## src/rtl/serial_chunk_adder.sv

```systemverilog
// serial_chunk_adder
// Multi-cycle two's-complement adder/subtractor. A WIDTH-bit operation is
// evaluated CHUNK bits per clock, least-significant chunk first, with the
// inter-chunk carry held in a register. N = WIDTH/CHUNK cycles per result.
//
// Parameters:
//   WIDTH      operand/result width (>= 2)
//   CHUNK      bits per cycle (>= 1, divides WIDTH)
// Ports:
//   clk_i       rising-edge clock
//   rst_ni      asynchronous active-low reset
//   start_i     request a new operation (accepted in IDLE or DONE)
//   a_i, b_i    operands, captured on the accepting edge
//   cin_i       carry-in (add) / borrow-in (subtract)
//   sub_i       0: a+b+cin, 1: a-b-cin
//   busy_o      operation in progress
//   done_o      one-cycle pulse, result valid
//   sum_o       result (partially updated while busy)
//   carry_o     raw carry-out of the MSB (subtract: 1 = no borrow)
//   overflow_o  signed overflow (carry into MSB xor carry out of MSB)
module serial_chunk_adder #(
  parameter int WIDTH = 16,
  parameter int CHUNK = 4
) (
  input  logic             clk_i,
  input  logic             rst_ni,
  input  logic             start_i,
  input  logic [WIDTH-1:0] a_i,
  input  logic [WIDTH-1:0] b_i,
  input  logic             cin_i,
  input  logic             sub_i,
  output logic             busy_o,
  output logic             done_o,
  output logic [WIDTH-1:0] sum_o,
  output logic             carry_o,
  output logic             overflow_o
);

  localparam int N  = WIDTH / CHUNK;
  localparam int KW = (N > 1) ? $clog2(N) : 1;

  typedef enum logic [1:0] {
    IDLE = 2'd0,
    RUN  = 2'd1,
    DONE = 2'd2
  } state_e;

  state_e           state_q, state_d;
  logic [KW-1:0]    k_q, k_d;
  logic [WIDTH-1:0] opA_q, opA_d;
  logic [WIDTH-1:0] opB_q, opB_d;
  logic             cy_q, cy_d;
  logic [WIDTH-1:0] sum_q, sum_d;
  logic             carry_q, carry_d;
  logic             ovf_q, ovf_d;

  logic [CHUNK-1:0] chunkA;
  logic [CHUNK-1:0] chunkB;
  logic [CHUNK-1:0] chunkSum;
  logic             chunkCarry;
  logic             msbCarryIn;
  logic             accept;
  logic             lastChunk;

  // Chunk adder: a CHUNK-bit full-adder chain fed by the carry register.
  // The carry into the chunk's top bit is recovered from that bit's sum
  // (s = a ^ b ^ cin), which is all the overflow detector needs.
  always_comb begin
    chunkA   = opA_q[k_q*CHUNK +: CHUNK];
    chunkB   = opB_q[k_q*CHUNK +: CHUNK];
    {chunkCarry, chunkSum} = {1'b0, chunkA} + {1'b0, chunkB}
                           + {{CHUNK{1'b0}}, cy_q};
    msbCarryIn = chunkSum[CHUNK-1] ^ chunkA[CHUNK-1] ^ chunkB[CHUNK-1];
  end

  assign accept    = ((state_q == IDLE) || (state_q == DONE)) && start_i;
  assign lastChunk = (k_q == KW'(N - 1));

  // State and datapath registers.
  always_ff @(posedge clk_i or negedge rst_ni) begin
    if (!rst_ni) begin
      state_q <= IDLE;
      k_q     <= '0;
      opA_q   <= '0;
      opB_q   <= '0;
      cy_q    <= 1'b0;
      sum_q   <= '0;
      carry_q <= 1'b0;
      ovf_q   <= 1'b0;
    end else begin
      state_q <= state_d;
      k_q     <= k_d;
      opA_q   <= opA_d;
      opB_q   <= opB_d;
      cy_q    <= cy_d;
      sum_q   <= sum_d;
      carry_q <= carry_d;
      ovf_q   <= ovf_d;
    end
  end

  // Next-state logic. Subtraction is A + ~B + ~borrow, so B is inverted and
  // the carry register seeded with cin ^ sub when the operation is accepted.
  always_comb begin
    state_d = state_q;
    k_d     = k_q;
    opA_d   = opA_q;
    opB_d   = opB_q;
    cy_d    = cy_q;
    sum_d   = sum_q;
    carry_d = carry_q;
    ovf_d   = ovf_q;

    unique case (state_q)
      IDLE, DONE: state_d = IDLE;
      RUN: begin
        sum_d[k_q*CHUNK +: CHUNK] = chunkSum;
        cy_d = chunkCarry;
        if (lastChunk) begin
          // k is cleared explicitly because N need not be a power of two.
          k_d     = '0;
          carry_d = chunkCarry;
          ovf_d   = msbCarryIn ^ chunkCarry;
          state_d = DONE;
        end else begin
          k_d = k_q + KW'(1);
        end
      end
      default: state_d = IDLE;
    endcase

    if (accept) begin
      opA_d   = a_i;
      opB_d   = b_i ^ {WIDTH{sub_i}};
      cy_d    = cin_i ^ sub_i;
      k_d     = '0;
      state_d = RUN;
    end
  end

  // Outputs.
  always_comb begin
    busy_o     = (state_q == RUN);
    done_o     = (state_q == DONE);
    sum_o      = sum_q;
    carry_o    = carry_q;
    overflow_o = ovf_q;
  end

endmodule
```

## config.mk

```make
export PLATFORM = sky130hd
export DESIGN_NAME = serial_chunk_adder
export DESIGN_NICKNAME = d
export VERILOG_FILES = /design/src/rtl/serial_chunk_adder.sv
export SDC_FILE = /design/constraint.sdc
export NUM_CORES = 1
export LEC_CHECK = 0
export BUFFER_PORTS_ARGS = -buffer_cell sky130_fd_sc_hd__buf_2
export CORE_MARGIN = 5
export CORE_UTILIZATION = 58
export CTS_BUF_LIST = sky130_fd_sc_hd__clkbuf_8 sky130_fd_sc_hd__clkbuf_16
export DETAILED_ROUTE_END_ITERATION = 6
export GPL_ROUTABILITY_DRIVEN = 0
export PLACE_DENSITY = 0.89
export SLEW_MARGIN = 10
export SYNTH_ARGS = -nofsm -noshare
export SYNTH_HDL_FRONTEND = slang
export SYNTH_SLANG_ARGS = --single-unit
```

## constraint.sdc

```tcl
create_clock -name clk_i -period 7.3 [get_ports clk_i]
set_input_delay 1.46 -clock clk_i [delete_from_list [all_inputs] [get_ports clk_i]]
set_output_delay 1.46 -clock clk_i [all_outputs]
set_load 0.05 [all_outputs]
```

==> flow_summary.yaml <==
outcome:
  status: "finished, final reports clean"
worst_setup_path:
  path_depth: 8
  endpoint_kind: "register"
  worstSetupStartpointType: "register"
  worst_ep_required_time_ps: 7500
  startpoint: "k_q[0]"
  path_common_cell: "fa_1"
  cp_max_fo: 17
  rr_worst_depth: 8
  crit_slowest_cell: "dfrtp_1"
  cpPeakStageDelay_ps: 840
  worstPathCellList: "mux4_2 > fa_1 > fa_1 > a21o_1 > a21oi_1 > xnor3_1 > xnor2_1 > o21ai_1"
  worstPathArrival_ps: 3560
  path_class: "register to register"
  crit_family: "adder cells"
  r2r-start: "k_q[0]"
  reg2reg_setup_slack_ps: 3940
  cp_num_buf_inv: 0
clocking:
  clk_latency_ps: 310
  cts_tree: "done"
  cts_resized: 0
  clock-sinks: 55
  cts.hold.buffers_added: 0
  clkTransAtPathRegs_ps: 90
  postCtsSetupBuffers: 0
  cts.path.max_buffers: 2
  clock_tree.root_cell: "clkbuf_8"
  cts_buffers: 5
  htreeDepth: 2
worst_hold_path:
  min_from: "opB_q[10]"
  hold_class: "register to register"
  whs_path_depth: 2
sta:
  hold_viol: 0
  fin_setup_tns_ps: 0
  grt_setup_unrepaired: "false"
  finalCritPeriodShare: 0.460
  clock.fmax_mhz: 297
  min_period_ps: 3360
  relSlewSlack: 0.386
  drv_slew: 0
  fin_skew_ps: 3.72
  setup_viol: 0
  tightest_slew_ps: 921
pwr:
  p_leak_uw: 0.00146
  irDropWorstVdd_mv: 0.258
  power_density_nw_per_um2: 508
global_route:
  antenna_found_initial: 0
  grt_pass1_wl_um: 8690
  grt_util_all_layers: 0.183
  grt_overflow_total: 0
  first_global_vias: 1905
  grt_max_degree: 56
synthesis:
  synth_top_family_by_area: "multiplexers"
  ys_types: 28
  syn_area_per_cell_sq_um: 12.6
  seq_area_frac_synth: 0.531
  mappedNetlistArea_sq_um: 2590
  syn_nets: 253
  synth-xor-area-share: 0.0763
  synth_compound_area_frac: 0.107
  synth_warnings: 0
  synth-seq-cells: 55
  synth-simple-area-share: 0.0628
  syn-instance-count: 205
  muxShareOfSynthArea: 0.141
  synth_adder_area_share: 0.0589
place:
  dp_hpwl_um: 3680
  io_buffers: 56
routing:
  postRouteAntennaNets: 0
  vias: 1726
  drt_iter0_markers: 103
  drc: 0
  wl_per_cell_um: 15.9
  vias_per_cell: 5.53
  finalWirelength_um: 4970
  firstDrtPassIters: 4
floorplanning:
  dieHeight_um: 76.8
  pin_count: 57
  dieArea_sq_um: 5900
  num_rows: 24
  coreArea_sq_um: 4350
  die_w_um: 76.8
  initial_core_util: 0.595
finish:
  fin_nets: 307
  register_area_sq_um: 1380
  fill_cells: 320
  post-route-util: 0.687
  num_antenna_cells: 0
  drive_above_1_share: 0.338
  multi_input_area_sq_um: 1160
  syn_to_final_growth_pct: 15.4
run:
  maxCapViolations: 0
-- cell usage in the layout (no fill, tap or decap), drive strengths merged, types with 2 or more instances in the layout --
| cell type | instances |
|---|---|
| buf | 57 |
| dfrtp | 55 |
| nand2 | 27 |
| o21ai | 21 |
| xnor2 | 19 |
| mux2 | 16 |
| a22o | 15 |
| ha | 9 |
| mux4 | 8 |
| inv | 6 |
| clkbuf | 5 |
| nor4 | 3 |
| a21o | 2 |
| a21oi | 2 |
| fa | 2 |
| nand2b | 2 |
-- state kept, by name, summed over array words and instances (netlist names) --
name,cells
cy_q,1
opB_q,16
k_q,2
overflow_o,1
state_q,2
opA_q,16
carry_o,1
sum_o,16
-- cell families after synthesis --
logic type,count (synthesis)
flops,55
simple gates,37
mux,24
buf+inv,15
compound gates,42
fa+ha+maj,11
xor+xnor,21
-- metrics by stage --
step                      hold WS, ps  worst slack [ps]  cell area [sq um]  total power, uW  std cells
after floorplan                   442              4250               2590             1160        205
after global placement            455              4060               2910             1320        304
after detailed placement          470              3950               2910             1360        304
after CTS                         491              3910               2990             1530        312
after global routing              516              3720               2990             1640        312
final                             488              3940               2990             1520        312
-- synthesized netlist by cell type --
cell type | instances | share of area
mux4_2 | 7 | 0.061
nor2_1 | 1 | 0.0014
mux4_1 | 1 | 0.010
nor2b_1 | 1 | 0.0024
and2_1 | 1 | 0.0024
nor4b_1 | 1 | 0.0034
a21o_1 | 2 | 0.0058
o31ai_1 | 1 | 0.0029
xor2_1 | 1 | 0.0034
buf_2 | 3 | 0.0058
xnor2_1 | 19 | 0.064
nand2b_1 | 2 | 0.0048
ha_1 | 9 | 0.043
a22o_1 | 15 | 0.051
nor4_1 | 3 | 0.0072
o21ai_0 | 20 | 0.039
o21ai_1 | 1 | 0.0019
mux2_2 | 16 | 0.070
nand2_1 | 27 | 0.039
nand3_1 | 1 | 0.0019
fa_1 | 2 | 0.015
dfrtp_1 | 55 | 0.53
buf_1 | 1 | 0.0014
o221ai_1 | 1 | 0.0034
a21oi_1 | 2 | 0.0039
clkbuf_1 | 6 | 0.0087
xnor3_1 | 1 | 0.0087
inv_1 | 5 | 0.0072
-- metal layers --
layer,GRT usage,vias up,part of all wire
met3,0.0492,6,0.060
met2,0.325,53,0.51
met4,0.0542,0,0.0093
li1,-,833,-
met1,0.214,834,0.42
met5,0,-,0
-- final cells by class --
cell class | count | area share
Clock buffer | 5 | 0.0230
Clock inverter | 3 | 0.00544
Inverter | 5 | 0.00628
Multi-Input combinational cell | 135 | 0.387
Sequential cell | 55 | 0.460
Tap cell | 52 | 0.0218
Timing Repair Buffer | 57 | 0.0962
-- power breakdown --
group | internal, uW | leakage, uW | switching, uW
Combinational | 351 | 0.000720 | 477
Clock | 65.9 | 0.0000453 | 96.4
Sequential | 432 | 0.000692 | 96.4
Total | 849 | 0.00146 | 670
-- path summary, 6_finish.rpt --
path / to
max in group asynchronous: opB_q[15]
min in group asynchronous: sum_o[0]
min reg2reg: opB_q[10]
max: overflow_o
max reg2reg: overflow_o
min: opB_q[10]
-- worst min-delay path, stage by stage, from the launching register on --
cell and delay [ps]:
dfrtp_1 350, nand2_1 50, o21ai_0 60
Power figures use the tool's default switching activity.
